==> src/rtl/stream_max_min.sv <==
`default_nettype none
// ============================================================================
//  Module      : stream_max_min
//  Description : Collects a frame of FRAME_LEN samples over a valid/ready
//                stream, tracks the running maximum and minimum together
//                with the frame position of their first occurrence, and
//                presents the results through an output valid/ready handshake.
//  Revision    : 1.0 - initial sequential release
// ============================================================================
module stream_max_min #(
    parameter int WIDTH     = 4,
    parameter int FRAME_LEN = 4,
    parameter int SIGNED    = 0,
    parameter int IDX_W     = (FRAME_LEN > 1) ? $clog2(FRAME_LEN) : 1
) (
    input  logic             clk,
    input  logic             rst_n,
    input  logic             start,
    input  logic             in_valid,
    output logic             in_ready,
    input  logic [WIDTH-1:0] in_data,
    output logic             out_valid,
    input  logic             out_ready,
    output logic [WIDTH-1:0] max_val,
    output logic [WIDTH-1:0] min_val,
    output logic [IDX_W-1:0] max_idx,
    output logic [IDX_W-1:0] min_idx,
    output logic             busy
);

    localparam logic [1:0] c_idle    = 2'd0;
    localparam logic [1:0] c_collect = 2'd1;
    localparam logic [1:0] c_done    = 2'd2;

    localparam logic [IDX_W-1:0] c_last_idx = IDX_W'(FRAME_LEN - 1);

    logic [1:0]       r_state;
    logic [1:0]       w_next_state;
    logic [IDX_W-1:0] r_count;
    logic             w_accept;
    logic             w_last;
    logic             w_gt;
    logic             w_lt;

    // in_ready is a pure decode of the state flop, so no input reaches it
    assign w_accept = in_valid & in_ready;
    assign w_last   = (r_count == c_last_idx);

    // Sample-vs-extreme comparators; signedness fixed at elaboration
    generate
        if (SIGNED != 0) begin : g_cmp_signed
            assign w_gt = $signed(in_data) > $signed(max_val);
            assign w_lt = $signed(in_data) < $signed(min_val);
        end else begin : g_cmp_unsigned
            assign w_gt = in_data > max_val;
            assign w_lt = in_data < min_val;
        end
    endgenerate

    // State register
    always_ff @(posedge clk or negedge rst_n) begin
        if (!rst_n) begin
            r_state <= c_idle;
        end else begin
            r_state <= w_next_state;
        end
    end

    // Next-state logic: start only counts in IDLE, results leave on handshake
    always_comb begin
        w_next_state = r_state;
        case (r_state)
            c_idle: begin
                if (start) begin
                    w_next_state = c_collect;
                end
            end
            c_collect: begin
                if (w_accept && w_last) begin
                    w_next_state = c_done;
                end
            end
            c_done: begin
                if (out_ready) begin
                    w_next_state = c_idle;
                end
            end
            default: begin
                w_next_state = c_idle;
            end
        endcase
    end

    // Output decode from the registered state
    always_comb begin
        in_ready  = 1'b0;
        out_valid = 1'b0;
        busy      = 1'b0;
        case (r_state)
            c_collect: begin
                in_ready = 1'b1;
                busy     = 1'b1;
            end
            c_done: begin
                out_valid = 1'b1;
                busy      = 1'b1;
            end
            default: begin
                in_ready  = 1'b0;
                out_valid = 1'b0;
                busy      = 1'b0;
            end
        endcase
    end

    // Sample counter: cleared on start, held at the last index once the frame fills
    always_ff @(posedge clk or negedge rst_n) begin
        if (!rst_n) begin
            r_count <= '0;
        end else if ((r_state == c_idle) && start) begin
            r_count <= '0;
        end else if (w_accept && !w_last) begin
            r_count <= r_count + 1'b1;
        end
    end

    // Extreme tracking: first sample seeds both, strict compares keep earliest index
    always_ff @(posedge clk or negedge rst_n) begin
        if (!rst_n) begin
            max_val <= '0;
            min_val <= '0;
            max_idx <= '0;
            min_idx <= '0;
        end else if (w_accept) begin
            if (r_count == '0) begin
                max_val <= in_data;
                min_val <= in_data;
                max_idx <= '0;
                min_idx <= '0;
            end else begin
                if (w_gt) begin
                    max_val <= in_data;
                    max_idx <= r_count;
                end
                if (w_lt) begin
                    min_val <= in_data;
                    min_idx <= r_count;
                end
            end
        end
    end

endmodule
`default_nettype wire
==> config.mk <==
export PLATFORM = sky130hd
export DESIGN_NAME = stream_max_min
export DESIGN_NICKNAME = d
export VERILOG_FILES = /design/src/rtl/stream_max_min.sv
export SDC_FILE = /design/constraint.sdc
export NUM_CORES = 1
export LEC_CHECK = 0
export CAP_MARGIN = 15
export CORE_UTILIZATION = 45
export DETAILED_ROUTE_END_ITERATION = 6
export GPL_TIMING_DRIVEN = 0
export PLACE_DENSITY = 0.78
export SLEW_MARGIN = 20
export SYNTH_ARGS = -nofsm -noshare
export SYNTH_HDL_FRONTEND = slang
export SYNTH_SLANG_ARGS = --single-unit
==> constraint.sdc <==
create_clock -name clk -period 1.85 [get_ports clk]
set_input_delay 0.185 -clock clk [delete_from_list [all_inputs] [get_ports clk]]
set_output_delay 0.185 -clock clk [all_outputs]
set_load 0.05 [all_outputs]
==> results of run 1 <==
## worst paths after layout
check | start | to | slack, ns | depth (start not counted)
hold / removal | rst_n | min_val[2] | 0.32 | 1
hold reg to reg | max_idx[1] | max_idx[1] | 0.50 | 1
setup / recovery | in_data[1] | max_val[3] | 0.07 | 6
max in group asynchronous | rst_n | max_val[3] | 1.01 | 1
setup reg to reg | min_val[3] | min_val[3] | 0.12 | 7
min in group clk | start | r_count[0] | 0.49 | 2
## sequential cells by signal, summed over array words and instances (netlist names)
register	flops
min_val	4
r_count	2
max_idx	2
min_idx	2
r_state	2
max_val	4
## metal layers
metal | global-route usage | part of all wire
met1 | 0.2385 | 0.42
met4 | 0.09211 | 0.017
met3 | 0.06322 | 0.050
met5 | 0 | 0
met2 | 0.3312 | 0.51
## placed cells by master, fill, tap and decap left out, drive strengths merged
cell            n
nor2b           4
a22oi           2
a221oi          4
a21o            2
nand3          12
ha             14
and3            4
dfrtp          16
clkbuf          5
mux2            6
o21ai           3
mux2i           1
clkdlybuf4s50  20
and2            3
clkinv          1
xnor2           1
clkdlybuf4s15   1
nor2            6
dlygate4sd2     2
buf             3
a21oi           4
nand2           4
o211ai          7
a222oi          1
nand2b          1
inv            12
a211oi          1
nand4           1
## power breakdown
part / internal [mW] / total [mW] / switching, mW
Sequential: 0.510 / 0.640 / 0.130
Combinational: 0.715 / 1.94 / 1.23
Clock: 0.120 / 0.235 / 0.115
## cells by family after synthesis
logic type               count (synthesis)  share of synthesized area
AND/OR/NAND/NOR                         35                     0.1603
AO/OA/AOI/OAI                           24                     0.2155
adder cells (fa/ha/maj)                 14                     0.1486
buffers and inverters                   17                    0.06262
XOR/XNOR                                 1                   0.007432
flip-flops                              16                     0.3397
multiplexers                             7                    0.06581
## timing repair
action                     4_1_cts  5_1_grt
hold buffers                     0        0
pin swaps                        0        1
gates resized for setup          3        1
setup endpoints to repair        3        3
## final cells by class
| class | instances | area, µm² | area share |
|---|---|---|---|
| repair buffers | 23 | 227.7 | 0.1532 |
| inverters | 13 | 48.80 | 0.03283 |
| clock buffers | 4 | 36.28 | 0.02441 |
| flip-flops and latches | 16 | 404.1 | 0.2719 |
| plain buffers | 4 | 25.02 | 0.01683 |
| well taps | 30 | 37.54 | 0.02525 |
| multi-input cells | 81 | 706.9 | 0.4756 |
==> results.md, run 1 <==
* Outcome: completed
* MaxCap Viol Count at 0
* Peak supply drop at 1.154 mV
* GRT Total Usage at 0.2021
* Power per standard cell area at 1894 nW/µm²
* Mapped Area at approximately 1200 µm²
* Post-CTS Setup Bufs at 0
* Crit path launch type: primary input
* CP Cell Sequence: clkdlybuf4s50_1, ha_1, nor2b_1, o211ai_2, a21oi_4, mux2_1
* Via density at roughly 5.5
* Synth area leader: dfrtp_1
* Finished Core Util at 0.6000
* First-pass GRT wire length at 4050 µm
* CP max stage delay at approximately 0.52 ns
* Synth top area share at 0.3397
* Static Leak at between 0.6 and 0.7 nW
* Worst hold path class: primary input to asynchronous set/reset pin
* Synth Flop Type: dfrtp_1
* Routed WL per cell at 14.19 µm
* Number of global-route vias before repair at 932
* Via count at 945
* PortBufs at 23
* Hold Violations, Final at 0
* Final TNS setup at 0 ns
* Synthesized area per cell at 10.34 µm²
* Critical path arrival at 1.96 ns
* Top post-synthesis cells by count: dfrtp_1 (16), ha_1 (14), inv_1 (12), nand3_1 (12), o211ai_2 (7)
* I/O pins at 24
* Max-slew violations at 0
* Antenna cells at 0
* Slew HR at 0.5053
* DP Wirelength at 1879 µm
* Highest clock rate at about 560 MHz
* Filler cells at 219
* Nets at 165
* Clock Sink Count at 16
* CP Capture Type: flop
* Cell count after synthesis at 114
* CP max stage cell: clkdlybuf4s50_1
* Routability Congestion at between 0.8 and 0.9
* DRT antenna net count at 0
* DRC viols at 0
* CTS Buffer Depth at 2
* Tcrit/Tclk final at 0.9632
* Top-count cell post-synth: dfrtp_1
* Area contributors post-synth: dfrtp_1 (34%), ha_1 (15%), o211ai_2 (7.4%), mux2_1 (5.7%), nand3_1 (5.1%)
* Number of library cell types mapped by synthesis at 30
* Count of state elements after synthesis at 16
* H-tree depth at 1
* Number of CTS-inserted buffers at 3
* Area Overhead vs Synth at 26.12%
* Largest net degree at the start of global routing at 17
* Minimum clock period at roughly 1.8 ns
* CP Max Fanout at 6
* Setup violations, final at 0
* Placeable Area at 2477 µm²
* RSZ-0062 raised after global routing: false
* Final Instance Area at approximately 1500 µm²
* Final worst setup slack at 0.06802 ns
* Die Area at 2828 µm²
* Clock Skew at 0.005467 ns
* Layout cells sized above 1 at 0.1915
* CP required at 2.02 ns
* Crit path buf inv count at 1
* Syn_nets at 137
* Post-synth EDFFs at 0
* Root Driver: clkbuf_4
* TritonCTS clock tree: yes
* Die width at 53.18 µm
* Clk pin slew, worst setup/hold paths at about 0.1 ns
* Largest delay share family, worst path: buffers and inverters
* Final Power at ~2.8 mW
* Placed inst area at 1453 µm²
* Pre-CTS setup slack at -0.2581 ns
* Initial core utilization at 0.4758
* Worst-skew pair later-pin latency at 0.29 ns
* Post-synthesis sequential area ratio at 0.3397
* Initial antenna violation count at 0
* GRT overflow at 0
* Row count at 18
* Post-synth ARST share at 1.000
* CP Class: primary input to flop
* DIE HEIGHT at ~53 µm
* Yosys warns at 0
* Slew @ Worst Pin at 0.7397 ns
* DR iter-0 viols at 16
* Hold slack final at 0.3223 ns
* Post-route insts no fill at around 170
* Dpl cells at ~170
* DRT Wirelength at 2427 µm
* 1st-pass router iterations at 4
Note: power is estimated with default switching activity, not from simulation.
==> inputs of run 2 (changes only) <==
--- a/config.mk
+++ b/config.mk
@@ -7,6 +7,7 @@
 export LEC_CHECK = 0
 export CAP_MARGIN = 15
 export CORE_UTILIZATION = 45
+export CTS_BUF_LIST = sky130_fd_sc_hd__clkbuf_4
 export DETAILED_ROUTE_END_ITERATION = 6
 export GPL_TIMING_DRIVEN = 0
 export PLACE_DENSITY = 0.78
==> results.md, run 2 (synthesis results as in run 1) <==
* Row count at 18 (unchanged)
* TritonCTS clock tree: yes (unchanged)
* RSZ-0062 raised after global routing: false (unchanged)
* Initial antenna violation count at 0 (unchanged)
* MaxCap Viol Count at 0 (unchanged)
* 1st-pass router iterations at 4 (unchanged)
* Worst r2r src: min_val[3] (unchanged)
* Layout cells sized above 1 at 0.1844 (was 0.1915)
* DRT Wirelength at 2412 µm (was 2427 µm)
* Largest net degree at the start of global routing at 17 (unchanged)
* Via density at 5.503 (was 5.526)
* Power per standard cell area at 1875 nW/µm² (was 1894 nW/µm²)
* DR iter-0 viols at 13 (was 16)
* Outcome: completed (unchanged)
* CTS Buffer Depth at 2 (unchanged)
* Worst hold path class: primary input to asynchronous set/reset pin (unchanged)
* First-pass GRT wire length at 4029 µm (was 4050 µm)
* Nets at 165 (unchanged)
* DRC viols at 0 (unchanged)
* H-tree depth at 1 (unchanged)
* GRT Total Usage at 0.1984 (was 0.2021)
* Largest regs: max_val (4), min_val (4) (unchanged)
* I/O pins at 24 (unchanged)
* DIE HEIGHT at 53.18 µm (unchanged)
* RR Endpoint: min_val[3] (unchanged)
* Hold Violations, Final at 0 (unchanged)
* CTS Hold Bufs at 0 (unchanged)
* Clock Skew at 0.002123 ns (was 0.005467 ns)
* Antenna cells at 0 (unchanged)
* Die Area at 2828 µm² (unchanged)
* CP Class: primary input to flop (unchanged)
* Number of global-route vias before repair at 930 (was 932)
* Root Driver: clkbuf_4 (unchanged)
* Critical path arrival at 1.95 ns (was 1.96 ns)
* FF-to-FF path depth at 7 (unchanged)
* Routed WL per cell at 14.11 µm (was 14.19 µm)
* Final Instance Area at 1476 µm² (was 1486 µm²)
* Setup violations, final at 0 (unchanged)
* Highest clock rate at 563.8 MHz (was 561.2 MHz)
* CP required at 2.03 ns (was 2.02 ns)
* Area Overhead vs Synth at 25.27% (was 26.12%)
* Via count at 941 (was 945)
* Number of CTS-inserted buffers at 3 (unchanged)
* Most common cell after layout, fill and taps aside: clkdlybuf4s50_1 (unchanged)
* PortBufs at 23 (unchanged)
* Peak supply drop at 1.175 mV (was 1.154 mV)
* Worst setup path end: max_val[1] (was max_val[3])
* Clock Sink Count at 16 (unchanged)
* Tcrit/Tclk final at 0.9588 (was 0.9632)
* GRT overflow at 0 (unchanged)
* Placed inst area at 1453 µm² (unchanged)
* Slew HR at 0.4999 (was 0.5053)
* Initial core utilization at 0.4758 (unchanged)
* Placeable Area at 2477 µm² (unchanged)
* Final Power at 2.768 mW (was 2.815 mW)
* Critical path startpoint: in_data[1] (unchanged)
* Clk pin slew, worst setup/hold paths at 0.09 ns (was 0.10 ns)
* Die width at 53.18 µm (unchanged)
* DP Wirelength at 1879 µm (unchanged)
* Max-slew violations at 0 (unchanged)
* Slew @ Worst Pin at 0.7478 ns (was 0.7397 ns)
* Minimum clock period at 1.774 ns (was 1.782 ns)
* Reg2reg setup slack at 0.13 ns (was 0.12 ns)
* Worst-skew pair later-pin latency at 0.29 ns (about the same)
* Crit path launch type: primary input (unchanged)
* Static Leak at 0.6725 nW (was 0.6782 nW)
* Routability Congestion at 0.8273 (unchanged)
* CP Max Fanout at 6 (unchanged)
* Filler cells at 219 (unchanged)
* Leading cell types in the layout, fill and taps excluded: clkdlybuf4s50_1 (20), ha_1 (13), dfrtp_1 (13) (unchanged)
* DRT antenna net count at 0 (unchanged)
* CP Capture Type: flop (unchanged)
-- run 2: final cells by class --
cell class | count | area, µm² | share of cell area
Inverter | 13 | 48.80 | 0.03305
Buffer | 4 | 25.02 | 0.01695
Clock buffer | 3 | 22.52 | 0.01525
Clock inverter | 1 | 3.754 | 0.002542
Timing Repair Buffer | 23 | 227.7 | 0.1542
Sequential cell | 16 | 404.1 | 0.2737
Tap cell | 30 | 37.54 | 0.02542
Multi-Input combinational cell | 81 | 706.9 | 0.4788
-- run 2: timing repair --
item / 4_1_cts / 5_1_grt
endpoints found under the setup margin: 3 / 7
resized for setup: 3 / 1
pin swaps: 0 / 1
setup buffers: 0 / 0
cloned: 0 / 0
-- run 2: metrics by stage --
stage | utilization | setup TNS [ns] | setup WS, ns | hold WS [ns] | cells
floorplan | - | 0 | 0.01509 | -0.1106 | 114
global placement | 0.5864 | -1.803 | -0.1702 | 0.4722 | 167
detailed placement | 0.5864 | -2.456 | -0.2581 | 0.4825 | 167
CTS | 0.5955 | 0 | 0.04819 | 0.3471 | 171
global route | 0.5960 | 0 | 0.002424 | 0.3778 | 171
finish | 0.5960 | 0 | 0.07623 | 0.3304 | 171
-- run 2: critical path, cell delays in order --
cell and delay [ns]:
clkdlybuf4s50_1 0.52, ha_1 0.35, nor2b_1 0.17, o211ai_2 0.12, a21oi_4 0.25, mux2_1 0.36
-- run 2: how the worst min path moves through the flow --
stage / startpoint / to / slack [ns] / cells past startpoint
after detailed placement: max_idx[0] / max_idx[0] / 0.48 / 1
after global placement: max_idx[1] / max_idx[1] / 0.47 / 1
final: rst_n / min_val[2] / 0.33 / 1
after global routing: rst_n / min_idx[1] / 0.38 / 1
after CTS: rst_n / min_idx[1] / 0.35 / 1
after floorplan: rst_n / max_idx[0] / -0.11 / 0
-- run 2: per-layer routing --
layer	part of all wire	vias to the layer above	routed length, µm	global-route usage
met1	0.42	452	1020	0.2385
met2	0.51	24	1232	0.3312
met4	0.017	0	42	0.06579
met3	0.049	4	117	0.06322
li1	-	461	-	-
met5	0	-	0	0
-- run 2: where the power goes --
| group | internal [mW] | switching [mW] | total, mW |
|---|---|---|---|
| logic | 0.715 | 1.22 | 1.94 |
| registers | 0.510 | 0.130 | 0.640 |
| clock network | 0.0784 | 0.112 | 0.191 |
==> inputs of run 3 (changes only) <==
--- a/config.mk
+++ b/config.mk
@@ -6,11 +6,14 @@
 export NUM_CORES = 1
 export LEC_CHECK = 0
 export CAP_MARGIN = 15
-export CORE_UTILIZATION = 45
+export CELL_PAD_IN_SITES_DETAIL_PLACEMENT = 1
+export CELL_PAD_IN_SITES_GLOBAL_PLACEMENT = 1
+export CORE_UTILIZATION = 41
 export CTS_BUF_LIST = sky130_fd_sc_hd__clkbuf_4
 export DETAILED_ROUTE_END_ITERATION = 6
 export GPL_TIMING_DRIVEN = 0
-export PLACE_DENSITY = 0.78
+export PLACE_DENSITY = 0.89
+export REMOVE_ABC_BUFFERS = 1
 export SLEW_MARGIN = 20
 export SYNTH_ARGS = -nofsm -noshare
 export SYNTH_HDL_FRONTEND = slang
==> results.md, run 3 (synthesis results as in run 1) <==
* Worst Hold Endpoint: max_val[1]
* DP Wirelength at 2265 µm (was 1879 µm)
* Via count at 997 (was 941)
* Root Driver: clkbuf_4 (unchanged)
* Via density at 5.830 (was 5.503)
* MaxCap Viol Count at 0 (unchanged)
* Clock network power share at 0.074 (was 0.069)
* RR Endpoint: max_val[3] (was min_val[3])
* Placeable Area at 2734 µm² (was 2477 µm²)
* Worst-skew pair later-pin latency at 0.30 ns (was 0.29 ns)
* Antenna cells at 0 (unchanged)
* Minimum clock period at 1.753 ns (was 1.774 ns)
* Leading cell types in the layout, fill and taps excluded: clkdlybuf4s50_1 (18), dfrtp_1 (16), nand3_1 (12), ha_1 (12), inv_1 (11) (was clkdlybuf4s50_1 (20), ha_1 (13), dfrtp_1 (13))
* Final Instance Area at 1481 µm² (was 1476 µm²)
* DRT antenna net count at 0 (unchanged)
* Critical path arrival at 1.94 ns (was 1.95 ns)
* CP Cell Sequence: inv_1, ha_2, o21ai_1, a21oi_4, mux2_1 (was clkdlybuf4s50_1, ha_1, nor2b_1, o211ai_2, a21oi_4, mux2_1)
* CP Max Fanout at 14 (was 6)
* Row count at 19 (was 18)
* Switching share of power at 0.5385 (was 0.5290)
* Worst hold path cell count at 2
* Placed inst area at 1423 µm² (was 1453 µm²)
* DRT Wirelength at 2911 µm (was 2412 µm)
* Number of CTS-inserted buffers at 3 (unchanged)
* Hold slack final at 0.2679 ns (was 0.3304 ns)
* Seq pwr share at 0.226 (was 0.231)
* Setup violations, final at 0 (unchanged)
* Routed WL per cell at 17.02 µm (was 14.11 µm)
* Outcome: completed (unchanged)
* Nets at 164 (was 165)
* CTS Hold Bufs at 0 (unchanged)
* Crit path launch type: flop (was primary input)
* Tcrit/Tclk final at 0.9477 (was 0.9588)
* Power per standard cell area at 1901 nW/µm² (was 1875 nW/µm²)
* Worst r2r src: r_count[0] (was min_val[3])
* First-pass GRT wire length at 5126 µm (was 4029 µm)
* 1st-pass router iterations at 4 (unchanged)
* CP max stage delay at 0.42 ns (was 0.52 ns)
* Reg2reg setup slack at 0.1 ns (was 0.13 ns)
* Layout cells sized above 1 at 0.1857 (was 0.1844)
* Die width at 55.62 µm (was 53.18 µm)
* CP Class: flop to flop (was primary input to flop)
* Routability Congestion at 0.7681 (was 0.8273)
* CP required at 2.04 ns (was 2.03 ns)
* DR iter-0 viols at 17 (was 13)
* TritonCTS clock tree: yes (unchanged)
* Clock Sink Count at 16 (unchanged)
* Slew @ Worst Pin at 0.7863 ns (was 0.7478 ns)
* DRC viols at 0 (unchanged)
* Static Leak at 0.6931 nW (was 0.6725 nW)
* CP max stage cell: dfrtp_1 (was clkdlybuf4s50_1)
* GRT overflow at 0 (unchanged)
* Final worst setup slack at 0.09670 ns (was 0.07623 ns)
* Slew HR at 0.4742 (was 0.4999)
* Sw power at 1.517 mW (was 1.464 mW)
* Final Power at 2.817 mW (was 2.768 mW)
* Crit path buf inv count at 1 (unchanged)
* Highest clock rate at 570.4 MHz (was 563.8 MHz)
* Largest regs: max_val (4), min_val (4) (unchanged)
* H-tree depth at 1 (unchanged)
* Area Overhead vs Synth at 25.69% (was 25.27%)
* Max-slew violations at 0 (unchanged)
* Internal power at 1.300 mW (was 1.304 mW)
* DIE HEIGHT at 55.62 µm (was 53.18 µm)
* Largest delay share family, worst path: flip-flops (was buffers and inverters)
* Clock Skew at 0.004690 ns (was 0.002123 ns)
* Initial core utilization at 0.4311 (was 0.4758)
* Most common cell after layout, fill and taps aside: clkdlybuf4s50_1 (unchanged)
* I/O pins at 24 (unchanged)
* Peak supply drop at 1.082 mV (was 1.175 mV)
* Number of global-route vias before repair at 1073 (was 930)
* GRT Total Usage at 0.2152 (was 0.1984)
* Hold Violations, Final at 0 (unchanged)
* Initial antenna violation count at 0 (unchanged)
* CTS Buffer Depth at 2 (unchanged)
* Largest net degree at the start of global routing at 17 (unchanged)
* Comb pwr share at 0.701 (was 0.700)
* PortBufs at 23 (unchanged)
* Worst hold path class: primary input to flop (was primary input to asynchronous set/reset pin)
* Clk pin slew, worst setup/hold paths at 0.11 ns (was 0.09 ns)
* Hold Startpoint: in_data[1]
* Pre-CTS setup slack at -0.2623 ns (was -0.2581 ns)
* Die Area at 3093 µm² (was 2828 µm²)
* Final TNS setup at 0 ns (unchanged)
* CP Capture Type: flop (unchanged)
* FF-to-FF path depth at 5 (was 7)
==> run 3: cell types whose count changed in the layout (fill, tap and decap cells not counted), sizes merged <==
cell           before  now
clkbuf              4    3
clkdlybuf4s50      20   18
dlymetal6s2s        0    2
==> run 3: layer usage <==
| layer | routed length [µm] | global-route usage | up-vias |
|---|---|---|---|
| li1 | - | - | 462 |
| met1 | 1234 | 0.2552 | 506 |
| met2 | 1527 | 0.3873 | 24 |
| met3 | 102 | 0.03256 | 5 |
| met4 | 46 | 0.08571 | 0 |
| met5 | 0 | 0 | - |
==> run 3: cell type report <==
type | count | area (µm²)
fill | 310 | 1252
multi-input combinational | 81 | 711.9
sequential | 16 | 400.4
timing repair buffer | 26 | 255.2
inverter | 13 | 48.80
tap | 31 | 38.79
clock buffer | 3 | 22.52
clock inverter | 1 | 3.754
==> run 3: power groups by stage <==
stage / clock [mW] / combinational, mW / sequential, mW
floorplan: 0 / 1.01 / 1.02
global placement: 0 / 1.87 / 0.629
detailed placement: 0 / 1.96 / 0.646
CTS: 0.208 / 1.95 / 0.639
global route: 0.235 / 2.12 / 0.659
finish: 0.207 / 1.97 / 0.636
==> run 3: how the worst max path moves through the flow <==
stage	startpoint	endpoint	cells past startpoint
2_1_floorplan	r_state[1]	max_idx[0]	6
3_3_place_gp	in_data[1]	max_idx[0]	6
3_5_place_dp	in_data[1]	max_val[3]	6
4_1_cts	r_state[1]	max_val[3]	6
5_1_grt	r_state[1]	max_val[3]	6
6_report	r_count[0]	max_val[3]	5
==> run 3: through the flow <==
step	utilization	instances
finish	0.5419	171
global route	0.5419	171
CTS	0.5314	168
detailed placement	0.5204	164
global placement	0.5204	164
floorplan	-	110
==> run 3: timing repair <==
item / CTS / global route
gates resized for setup: 7 / 4
pin swaps: 0 / 1
setup endpoints to repair: 9 / 10
buffers inserted: 0 / 3
